`config.mk`:
```
export PLATFORM = sky130hd
export DESIGN_NAME = traffic_monitor_flat
export DESIGN_NICKNAME = d
export VERILOG_FILES = /design/src/rtl/traffic_mon_pkg.sv /design/src/rtl/traffic_mon_if.sv /design/src/rtl/traffic_mon_lamp_filter.sv /design/src/rtl/traffic_monitor.sv /design/src/flat_wrapper.sv
export SDC_FILE = /design/constraint.sdc
export NUM_CORES = 1
export LEC_CHECK = 0
export CAP_MARGIN = 40
export CORE_MARGIN = 10
export CORE_UTILIZATION = 25
export CTS_CLUSTER_DIAMETER = 200
export DETAILED_ROUTE_END_ITERATION = 6
export GPL_TIMING_DRIVEN = 0
export HOLD_SLACK_MARGIN = 0.02
export PLACE_DENSITY_LB_ADDON = 0.05
export SLEW_MARGIN = 20
export SYNTH_ARGS = -nofsm -noshare
export SYNTH_HDL_FRONTEND = slang
export SYNTH_SLANG_ARGS = --single-unit
export TNS_END_PERCENT = 30
```
`constraint.sdc`:
```
create_clock -name clock -period 4.06 [get_ports clock]
set_clock_uncertainty 0.2 [all_clocks]
set_input_delay 0.812 -clock clock [delete_from_list [all_inputs] [get_ports clock]]
set_output_delay 0.812 -clock clock [all_outputs]
set_load 0.05 [all_outputs]
```
`src/rtl/traffic_mon_pkg.sv`:
```
// traffic_mon_pkg: phase encodings, fault codes, lamp bit positions and legal lamp patterns
package traffic_mon_pkg;
   typedef enum logic [2:0] {
      PH_UNKNOWN = 3'd0,
      PH_A_GO    = 3'd1,
      PH_CLEAR   = 3'd2,
      PH_B_GO    = 3'd3,
      PH_FAULT   = 3'd4
   } phase_t;
   typedef enum logic [1:0] {GO_NONE, GO_A, GO_B} last_go_t;
   localparam logic [2:0] FLT_NONE     = 3'd0;
   localparam logic [2:0] FLT_ILLEGAL  = 3'd1;
   localparam logic [2:0] FLT_BAD_SEQ  = 3'd2;
   localparam logic [2:0] FLT_SHORT_GO = 3'd3;
   localparam logic [2:0] FLT_TIMEOUT  = 3'd4;
   localparam int L_A_RED   = 3;
   localparam int L_A_GREEN = 2;
   localparam int L_B_RED   = 1;
   localparam int L_B_GREEN = 0;
   localparam logic [3:0] LAMP_DARK  = 4'b0000;
   localparam logic [3:0] LAMP_A_GO  = (4'b1 << L_A_GREEN) | (4'b1 << L_B_RED);
   localparam logic [3:0] LAMP_B_GO  = (4'b1 << L_A_RED) | (4'b1 << L_B_GREEN);
   localparam logic [3:0] LAMP_CLEAR = (4'b1 << L_A_RED) | (4'b1 << L_B_RED);
   // Legal patterns map to their phase; anything else comes back as PH_UNKNOWN.
   function automatic phase_t decode(input logic [3:0] p);
      return p == LAMP_A_GO ? PH_A_GO : p == LAMP_B_GO ? PH_B_GO : p == LAMP_CLEAR ? PH_CLEAR : PH_UNKNOWN;
   endfunction
endpackage

```
`src/rtl/traffic_mon_if.sv`:
```
// traffic_mon_if: lamp inputs, fault clear and monitor results between sequencer side and monitor
interface traffic_mon_if;
   import traffic_mon_pkg::*;
   logic [3:0]  lamp;
   logic        clear_fault;
   phase_t      phase;
   logic        phase_done;
   phase_t      last_phase;
   logic [7:0]  last_dwell;
   logic        fault;
   logic [2:0]  fault_code;
   logic [15:0] cycle_count;
   modport master (
      output lamp, clear_fault,
      input  phase, phase_done, last_phase, last_dwell, fault, fault_code, cycle_count
   );
   modport slave (
      input  lamp, clear_fault,
      output phase, phase_done, last_phase, last_dwell, fault, fault_code, cycle_count
   );
endinterface

```
`src/rtl/traffic_mon_lamp_filter.sv`:
```
// traffic_mon_lamp_filter: 2-FF synchroniser plus run-length filter; accept pulses once per stable run
module traffic_mon_lamp_filter #(
   parameter int FILTER_CYCLES = 4
) (
   input  logic       clock,
   input  logic       reset,
   input  logic [3:0] lamp,
   output logic [3:0] pattern,
   output logic       accept
);
   localparam logic [4:0] N = 5'(FILTER_CYCLES);
   logic [3:0] sync1_q, sync2_q, cand_q, cnt_q, cnt_d;
   logic [4:0] run;
   // Run length including the current synced sample; saturates so a held pattern accepts only once.
   always_comb begin
      run = sync2_q == cand_q ? {1'b0, cnt_q} + 5'd1 : 5'd1;
      accept = run == N;
      cnt_d = run > N ? cnt_q : run[3:0];
      pattern = sync2_q;
   end
   // Synchroniser chain and run-length state.
   always_ff @(posedge clock) begin
      if (reset) begin
         sync1_q <= '0;
         sync2_q <= '0;
         cand_q <= '0;
         cnt_q <= '0;
      end else begin
         sync1_q <= lamp;
         sync2_q <= sync1_q;
         cand_q <= sync2_q;
         cnt_q <= cnt_d;
      end
   end
endmodule

```
`src/rtl/traffic_monitor.sv`:
```
// traffic_monitor: checks filtered lamp patterns against the two-way plan, measures dwell, latches faults.
// Define TRAFFIC_MON_CYCLE_CNT_EN to count completed A_GO->B_GO->A_GO cycles.
module traffic_monitor
   import traffic_mon_pkg::*;
#(
   parameter int PRE_SCALE       = 19,
   parameter int FILTER_CYCLES   = 4,
   parameter int MIN_GO_TICKS    = 8,
   parameter int MAX_PHASE_TICKS = 200
) (
   input  logic         clock,
   input  logic         reset,
   traffic_mon_if.slave bus
);
   localparam logic [7:0] MIN_T = 8'(MIN_GO_TICKS);
   localparam logic [7:0] MAX_T = 8'(MAX_PHASE_TICKS);
   logic [3:0]           pat;
   logic                 acc;
   phase_t               phase_q, phase_d, last_phase_q, last_phase_d, dec;
   last_go_t             last_go_q, last_go_d;
   logic [PRE_SCALE-1:0] pre_q, pre_d;
   logic [7:0]           dwell_q, dwell_d, dwell_inc, last_dwell_q, last_dwell_d;
   logic                 done_q, done_d, fault_q, fault_d;
   logic [2:0]           code_q, code_d, flt;
   logic                 tick, in_run, is_go, change, legal, tmo;
   traffic_mon_lamp_filter #(.FILTER_CYCLES(FILTER_CYCLES)) u_lamp_filter (
      .clock   (clock),
      .reset   (reset),
      .lamp    (bus.lamp),
      .pattern (pat),
      .accept  (acc)
   );
   // Phase FSM: classify the accepted pattern, pick the highest-priority fault, else advance the phase.
   always_comb begin
      dec = decode(pat);
      tick = &pre_q;
      dwell_inc = tick && dwell_q != 8'hFF ? dwell_q + 8'd1 : dwell_q;
      in_run = phase_q inside {PH_A_GO, PH_CLEAR, PH_B_GO};
      is_go = phase_q inside {PH_A_GO, PH_B_GO};
      change = acc && (phase_q == PH_UNKNOWN ? pat != LAMP_DARK : in_run && dec != phase_q);
      legal = is_go ? dec == PH_CLEAR :
              phase_q == PH_CLEAR ? (dec == PH_A_GO && last_go_q != GO_A) || (dec == PH_B_GO && last_go_q != GO_B) :
              1'b1;
      tmo = in_run && dwell_q == MAX_T;
      flt = change && dec == PH_UNKNOWN ? FLT_ILLEGAL :
            change && !legal ? FLT_BAD_SEQ :
            change && is_go && dwell_inc < MIN_T ? FLT_SHORT_GO :
            tmo ? FLT_TIMEOUT : FLT_NONE;
      phase_d = phase_q;
      last_go_d = last_go_q;
      pre_d = pre_q + 1'b1;
      dwell_d = dwell_inc;
      done_d = 1'b0;
      last_phase_d = last_phase_q;
      last_dwell_d = last_dwell_q;
      fault_d = fault_q;
      code_d = code_q;
      if (fault_q) begin
         if (bus.clear_fault) begin
            fault_d = 1'b0;
            code_d = FLT_NONE;
            phase_d = PH_UNKNOWN;
            last_go_d = GO_NONE;
            pre_d = '0;
            dwell_d = '0;
         end
      end else if (flt != FLT_NONE) begin
         fault_d = 1'b1;
         code_d = flt;
         phase_d = PH_FAULT;
      end else if (change) begin
         phase_d = dec;
         pre_d = '0;
         dwell_d = '0;
         last_go_d = dec == PH_A_GO ? GO_A : dec == PH_B_GO ? GO_B : last_go_q;
         done_d = in_run;
         last_phase_d = in_run ? phase_q : last_phase_q;
         last_dwell_d = in_run ? dwell_inc : last_dwell_q;
      end
   end
   // State, timing and fault registers.
   always_ff @(posedge clock) begin
      if (reset) begin
         phase_q <= PH_UNKNOWN;
         last_go_q <= GO_NONE;
         pre_q <= '0;
         dwell_q <= '0;
         done_q <= 1'b0;
         last_phase_q <= PH_UNKNOWN;
         last_dwell_q <= '0;
         fault_q <= 1'b0;
         code_q <= FLT_NONE;
      end else begin
         phase_q <= phase_d;
         last_go_q <= last_go_d;
         pre_q <= pre_d;
         dwell_q <= dwell_d;
         done_q <= done_d;
         last_phase_q <= last_phase_d;
         last_dwell_q <= last_dwell_d;
         fault_q <= fault_d;
         code_q <= code_d;
      end
   end
`ifdef TRAFFIC_MON_CYCLE_CNT_EN
   logic [15:0] cyc_q, cyc_d;
   // A legal CLEAR->A_GO after a B_GO closes one full cycle; the counter wraps.
   always_comb cyc_d = cyc_q + 16'(flt == FLT_NONE && change && phase_q == PH_CLEAR && dec == PH_A_GO && last_go_q == GO_B);
   // Cycle counter register, cleared by reset only.
   always_ff @(posedge clock) begin
      if (reset) cyc_q <= '0;
      else cyc_q <= cyc_d;
   end
   assign bus.cycle_count = cyc_q;
`else
   assign bus.cycle_count = '0;
`endif
   assign bus.phase = phase_q;
   assign bus.phase_done = done_q;
   assign bus.last_phase = last_phase_q;
   assign bus.last_dwell = last_dwell_q;
   assign bus.fault = fault_q;
   assign bus.fault_code = code_q;
endmodule

```
`src/flat_wrapper.sv`:
```
// flat-port wrapper written by rule: the top's interface ports become plain ports
module traffic_monitor_flat import traffic_mon_pkg::*;
#(
   parameter int PRE_SCALE       = 19,
   parameter int FILTER_CYCLES   = 4,
   parameter int MIN_GO_TICKS    = 8,
   parameter int MAX_PHASE_TICKS = 200
)
  (clock, reset, bus_lamp, bus_clear_fault, bus_phase, bus_phase_done, bus_last_phase, bus_last_dwell, bus_fault, bus_fault_code, bus_cycle_count);
  traffic_mon_if bus_i ();
  input  logic clock;
  input  logic reset;
  input wire logic [$bits(bus_i.lamp)-1:0] bus_lamp;
  input wire logic [$bits(bus_i.clear_fault)-1:0] bus_clear_fault;
  output wire logic [$bits(bus_i.phase)-1:0] bus_phase;
  output wire logic [$bits(bus_i.phase_done)-1:0] bus_phase_done;
  output wire logic [$bits(bus_i.last_phase)-1:0] bus_last_phase;
  output wire logic [$bits(bus_i.last_dwell)-1:0] bus_last_dwell;
  output wire logic [$bits(bus_i.fault)-1:0] bus_fault;
  output wire logic [$bits(bus_i.fault_code)-1:0] bus_fault_code;
  output wire logic [$bits(bus_i.cycle_count)-1:0] bus_cycle_count;
  assign bus_i.lamp = bus_lamp;
  assign bus_i.clear_fault = bus_clear_fault;
  assign bus_phase = bus_i.phase;
  assign bus_phase_done = bus_i.phase_done;
  assign bus_last_phase = bus_i.last_phase;
  assign bus_last_dwell = bus_i.last_dwell;
  assign bus_fault = bus_i.fault;
  assign bus_fault_code = bus_i.fault_code;
  assign bus_cycle_count = bus_i.cycle_count;
  traffic_monitor #(.PRE_SCALE(PRE_SCALE), .FILTER_CYCLES(FILTER_CYCLES), .MIN_GO_TICKS(MIN_GO_TICKS), .MAX_PHASE_TICKS(MAX_PHASE_TICKS)) u_core (.clock(clock), .reset(reset), .bus(bus_i));
endmodule
```
==> results of run 1 <==
[worst max path at each step]
stage                     from  slack [ns]  depth (start not counted)                        to
4_1_cts        u_core.pre_q[0]        0.70                          9  u_core.bus.last_dwell[0]
6_report       u_core.pre_q[0]        0.73                          9  u_core.bus.last_dwell[0]
2_1_floorplan  u_core.pre_q[0]        1.07                          9  u_core.bus.last_dwell[0]
3_5_place_dp   u_core.pre_q[0]        0.74                          9  u_core.bus.last_dwell[0]
3_3_place_gp   u_core.pre_q[0]        0.76                          9  u_core.bus.last_dwell[3]
5_1_grt        u_core.pre_q[0]        0.50                          9  u_core.bus.last_dwell[4]
[critical path, cell delays in order (launching register included)]
cell,delay (ns)
dfxtp_1,0.39
ha_1,0.25
nand3_2,0.16
or3_4,0.45
or4_4,0.52
mux2i_2,0.20
a2111oi_0,0.45
buf_4,0.31
mux2i_1,0.21
nor2_1,0.05
[cells in the mapped netlist (4+ instances only)]
library cell,instances,area share
nor2_2,10,0.020
nand2_1,20,0.024
ha_1,4,0.016
buf_4,18,0.043
nor3_1,7,0.011
a21oi_1,13,0.021
nor4_1,4,0.0079
or3_1,4,0.0079
nand4_1,12,0.024
inv_1,7,0.0083
nand2b_1,8,0.016
clkbuf_1,11,0.013
dfxtp_1,64,0.41
xnor2_1,17,0.047
nand3_1,14,0.022
nor2_1,35,0.042
nor2b_1,17,0.034
o21ai_0,4,0.0063
xor2_1,13,0.036
mux2i_1,9,0.029
and3_1,13,0.026
[metrics by stage]
stage | utilization | setup WS, ns | instances
after detailed placement | 0.294 | 0.739 | 567
after CTS | 0.318 | 0.703 | 583
final | 0.318 | 0.735 | 583
after global routing | 0.318 | 0.501 | 583
after global placement | 0.293 | 0.765 | 565
after floorplan | - | 1.07 | 369
[registers in the layout (all words and copies together), names as in the netlist]
signal and cells:
u_core.last_go_q 2, u_core.dwell_q 8, u_core.bus.last_dwell 8, u_core.bus.phase_done 1, u_core.bus.phase 3, u_core.pre_q 19
u_core.u_lamp_filter.cand_q 4, u_core.u_lamp_filter.cnt_q 4, u_core.bus.fault_code 3, u_core.bus.last_phase 3, u_core.bus.fault 1, u_core.u_lamp_filter.pattern 4
u_core.u_lamp_filter.sync1_q 4
[cells by family after synthesis]
kind of cell,synth area share
other,0.00119
adder cells (fa/ha/maj),0.0158
AND/OR/NAND/NOR,0.288
AO/OA/AOI/OAI,0.0939
buffers and inverters,0.0693
flip-flops,0.406
multiplexers,0.0436
XOR/XNOR,0.0832
[report_power, final]
group	total (uW)	switching (uW)	internal (uW)
logic	105	68.6	36.0
clock network	778	271	506
registers	646	7.58	638
total	1530	347	1180
[routing by layer]
| metal | vias to the layer above | global-route usage | part of all wire |
|---|---|---|---|
| met5 | - | 0 | 0 |
| met4 | 0 | 0.0330 | 0.014 |
| met3 | 7 | 0.0371 | 0.050 |
| met2 | 36 | 0.137 | 0.45 |
| met1 | 1164 | 0.107 | 0.48 |
| li1 | 1307 | - | - |
[layout make-up]
type                    instances  share of cell area
well taps                     172              0.0540
clock inverters                 3              0.0101
inverters                       7             0.00660
clock buffers                  13              0.0653
plain buffers                  31              0.0484
repair buffers                 26              0.0634
multi-input cells             267               0.431
flip-flops and latches         64               0.322
==> metrics.txt, run 1 <==
post_cts resized=0; Clock Sinks=64; Worst-Margin Slew=0.688 ns; path type of the worst setup path=reg2reg; Post-synth EDFFs=0; initial antenna violation count=0; first-pass GRT wire length=12.5 mm; remaining antenna violation count=0; # rows=41; number of global-route vias before repair=2445; Setup Viol. Count Final=0; fillers=1348; unrepaired setup endpoints after global routing=false; worst hold stages=1; placed cell area=about 3700 um^2; routed vias=2514; synthesized flop and latch total=64; fin crit share=0.819; sequential share of the synthesized area=0.406; final WL=7.59 mm; Hold Crit Endpoint=u_core.u_lamp_filter.pattern[3]; Die Height=132 um; Crit. End Element=flop; DRC Markers=0; asr flop ratio synth=0; Gate Count Post-Synth=354; hold_buf cts=0; Main synth FF type=dfxtp_1; Min Hold Slack=0.231 ns; Worst R2R Setup Slack=0.73 ns; Post-DP HPWL=5.56 mm; fmax=301 MHz; Yosys warning total=0; DR iter-0 viols=~100; R2R depth=9; mapped cell area=3160 um^2; Clock transition at path regs=0.05 ns; Peak VDD IR=0.136 mV; clk buf depth=2; Worst Setup Start Kind=flop; crit path time final=3.33 ns; reg-to-reg endpoint=u_core.bus.last_dwell[0]; TritonCTS clock tree=done; Mean Syn Cell Area=8.92 um^2; Core Box Area=around 13000 um^2; Via density=around 4.3; layout cells sized above 1=0.148; Final GP Congestion=0.736; # Post-CTS Setup Buffers=0; Clock Latency Late Sink=0.34 ns; final hold vios=0; PortBufs=24; total track usage=0.0886; chip width=132 um; Hold/Removal Path Class=reg2reg; commonest cells after routing, fill and taps aside=64 x dfxtp_1, 35 x nor2_1, 24 x clkdlybuf4s50_1, 20 x nand2_1, 19 x buf_4; cell area power density=384 nW/um^2; Setup TNS=0 ns; status=completed; H-tree levels=3; synthesis-to-finish area growth=26.1%; diode count=0; Avg WL per Cell=13.0 um; Clock Root Buffer=clkbuf_16; Nets=between 400 and 500; Worst Path Arrival=between 3 and 4 ns; largest net degree at the start of global routing=11; multi-input logic area=around 1700 um^2; commonest non-fill, non-tap cell in the layout=dfxtp_1; Hold Startpoint=u_core.u_lamp_filter.sync1_q[3]; Pre-antenna DRT Iters=4; Post-Layout Inst Area=3980 um^2; worst r2r src=u_core.pre_q[0]; Starting Density=0.252; CTS Buf Count=9; CP max FO=10; CP Data Required Time=4.05 ns; Leakage=0.00146 uW; Max-cap violations=0; die area=17500 um^2; slew margin rel.=0.530; Cell variety after synth=between 50 and 60; io pins=42; Max Slew Vio Count=0; post-layout power=approximately 1500 uW; gr ovfl total=0; sequential cell area=1280 um^2
(Power assumes the default switching activity.)
==> run 2, diff against run 1 <==
==> constraint.sdc (replaced) <==
create_clock -name clock -period 3.15 [get_ports clock]
set_clock_uncertainty 0.2 [all_clocks]
set_input_delay 0.63 -clock clock [delete_from_list [all_inputs] [get_ports clock]]
set_output_delay 0.63 -clock clock [all_outputs]
set_load 0.05 [all_outputs]
==> run 2 against run 1 <==
  * Sequential share of layout area decreased by 1.0 points
  * Critical path type unchanged
  * Power grew 30%
  * Combinational power rose by 36%
  * Largest cell class unchanged
  * Sequential power increased by 29%
  * Critical path depth stayed put
==> metrics.txt, run 2 (synthesis results as in run 1) <==
status=completed (unchanged); final hold vios=0 (unchanged); sequential share of power=0.421 (was 0.423); worst r2r src=u_core.pre_q[1] (was u_core.pre_q[0]); Post-DP HPWL=5.56 mm (unchanged); Pre-antenna DRT Iters=4 (unchanged); CP max FO=5 (was 10); Setup WS post-layout=0.118 ns (was 0.735 ns); combinational share of power=0.072 (was 0.068); Worst Path Arrival=3.03 ns (was 3.32 ns); Leakage=0.00151 uW (was 0.00146 uW); Worst-Margin Slew=0.687 ns (was 0.688 ns); worst hold stages=1 (unchanged); TritonCTS clock tree=done (unchanged); slowest CP cell=or4_4 (unchanged); Crit. End Element=flop (unchanged); DR iter-0 viols=105 (was 104); largest net degree at the start of global routing=11 (unchanged); R2R depth=9 (unchanged); hold_buf cts=0 (unchanged); final WL=7.82 mm (was 7.59 mm); first-pass GRT wire length=12.7 mm (was 12.5 mm); Setup TNS=0 ns (unchanged); Hold Startpoint=u_core.u_lamp_filter.sync1_q[3] (unchanged); unrepaired setup endpoints after global routing=true (was false); reg-to-reg endpoint=u_core.bus.last_dwell[7] (was u_core.bus.last_dwell[0]); CTS Buf Count=9 (unchanged); H-tree levels=3 (unchanged); Clock Root Buffer=clkbuf_16 (unchanged); Starting Density=0.252 (unchanged); remaining antenna violation count=0 (unchanged); CP Data Required Time=3.15 ns (was 4.05 ns); crit-path cells=ha_4 > nand3_4 > or3_4 > or4_4 > mux2i_4 > a2111oi_4 > buf_4 > mux2i_1 > nor2_1 (was ha_1 > nand3_2 > or3_4 > or4_4 > mux2i_2 > a2111oi_0 > buf_4 > mux2i_1 > nor2_1); Pint=1530 uW (was 1180 uW); Die Height=132 um (unchanged); path type of the worst setup path=reg2reg (unchanged); fmax=330 MHz (was 301 MHz); crit path from=u_core.pre_q[1] (was u_core.pre_q[0]); initial antenna violation count=0 (unchanged); chip width=132 um (unchanged); Via density=4.30 (was 4.31); commonest cells after routing, fill and taps aside=59 x dfxtp_1, 35 x nor2_1, 26 x buf_4, 24 x clkdlybuf4s50_1, 20 x nand2_1 (was 64 x dfxtp_1, 35 x nor2_1, 24 x clkdlybuf4s50_1, 20 x nand2_1, 19 x buf_4); delay-heaviest family, CP=simple AND/OR/NAND/NOR gates (unchanged); Max Slew Vio Count=0 (unchanged); Worst R2R Setup Slack=0.12 ns (was 0.73 ns); placed cell area=3680 um^2 (unchanged); Worst Setup Start Kind=flop (unchanged); Hold/Removal Path Class=reg2reg (unchanged); Core Box Area=12500 um^2 (unchanged); fin crit share=0.962 (was 0.819); Clock transition at path regs=0.06 ns (was 0.05 ns); Nets=425 (was 417); commonest non-fill, non-tap cell in the layout=dfxtp_1 (unchanged); Clock power frac=0.506 (was 0.509); total track usage=0.0898 (was 0.0886); Post-Layout Inst Area=4150 um^2 (was 3980 um^2); gr ovfl total=0 (unchanged); slew margin rel.=0.541 (was 0.530); Max-cap violations=0 (unchanged); # rows=41 (unchanged); Sw Pwr=453 uW (was 347 uW); diode count=0 (unchanged); Levels on crit path=9 (unchanged); Largest Register=u_core.pre_q (unchanged); sequential cell area=1290 um^2 (was 1280 um^2); crit path time final=3.03 ns (was 3.33 ns); Buffers & Inverters on Critical Path=1 (unchanged); io pins=42 (unchanged); DRC Markers=0 (unchanged); PortBufs=24 (unchanged); fillers=1340 (was 1348); Net Sw Frac=0.229 (was 0.227); Avg WL per Cell=13.2 um (was 13.0 um); post-layout power=1980 uW (was 1530 uW); clk buf depth=2 (unchanged); Hold Crit Endpoint=u_core.u_lamp_filter.pattern[3] (unchanged); cell area power density=477 nW/um^2 (was 384 nW/um^2); pre-CTS setup slack=-0.171 ns (was 0.739 ns); Largest register FFs=19 (unchanged); Setup Viol. Count Final=0 (unchanged); die area=17500 um^2 (unchanged); layout cells sized above 1=0.198 (was 0.148); number of global-route vias before repair=2481 (was 2445); synthesis-to-finish area growth=31.4% (was 26.1%); Clock Sinks=64 (unchanged); CP peak stage delay=0.55 ns (was 0.52 ns); multi-input logic area=1810 um^2 (was 1720 um^2); Final GP Congestion=0.736 (unchanged); Peak VDD IR=0.177 mV (was 0.136 mV); Min Hold Slack=0.231 ns (about the same); Clock Latency Late Sink=0.33 ns (was 0.34 ns); routed vias=2540 (was 2514)
[run 2: cell types whose count changed in the layout (fill, tap and decap cells not counted), moves of 2 or more]
cell / delta
dfxtp_1: -5
a2111oi_0: -2
dfxtp_2: +3
buf_4: +7
dfxtp_4: +2
[run 2: layer usage]
metal  global-route usage  wire length [um]  share of wire
met1                0.107              3760           0.48
met2                0.140              3540           0.45
met3               0.0386               418          0.053
met4               0.0348                90          0.012
met5                    0                 0              0
[run 2: final cells by class]
type / count / area share
multi-input cells: 267 / 0.435
flip-flops and latches: 64 / 0.311
repair buffers: 34 / 0.0754
clock buffers: 13 / 0.0627
well taps: 172 / 0.0519
plain buffers: 31 / 0.0473
clock inverters: 3 / 0.00965
inverters: 7 / 0.00633
[run 2: what timing repair did]
item                                    4_1_cts  5_1_grt
setup buffers                                 1        6
resized for setup                             8       18
gates cloned                                  1        0
endpoints found under the setup margin       10       22
pin swaps                                     1        5
[run 2: worst max path at each step]
stage	to	slack, ns
CTS	u_core.bus.last_dwell[2]	0.004
finish	u_core.bus.last_dwell[7]	0.12
global route	u_core.bus.last_dwell[2]	-0.01
global placement	u_core.bus.last_dwell[3]	-0.15
detailed placement	u_core.bus.last_dwell[0]	-0.17
floorplan	u_core.bus.last_dwell[0]	0.16
[run 2: power groups by stage]
stage	clock [uW]	sequential [uW]	combinational, uW
floorplan	0	848	109
global placement	0	850	133
detailed placement	0	849	135
CTS	1040	833	135
global route	1080	835	156
finish	1000	834	143
[run 2: through the flow]
step            util  cells
2_1_floorplan      -    369
6_report       0.332    591
3_3_place_gp   0.293    565
4_1_cts        0.322    585
3_5_place_dp   0.294    567
5_1_grt        0.332    591
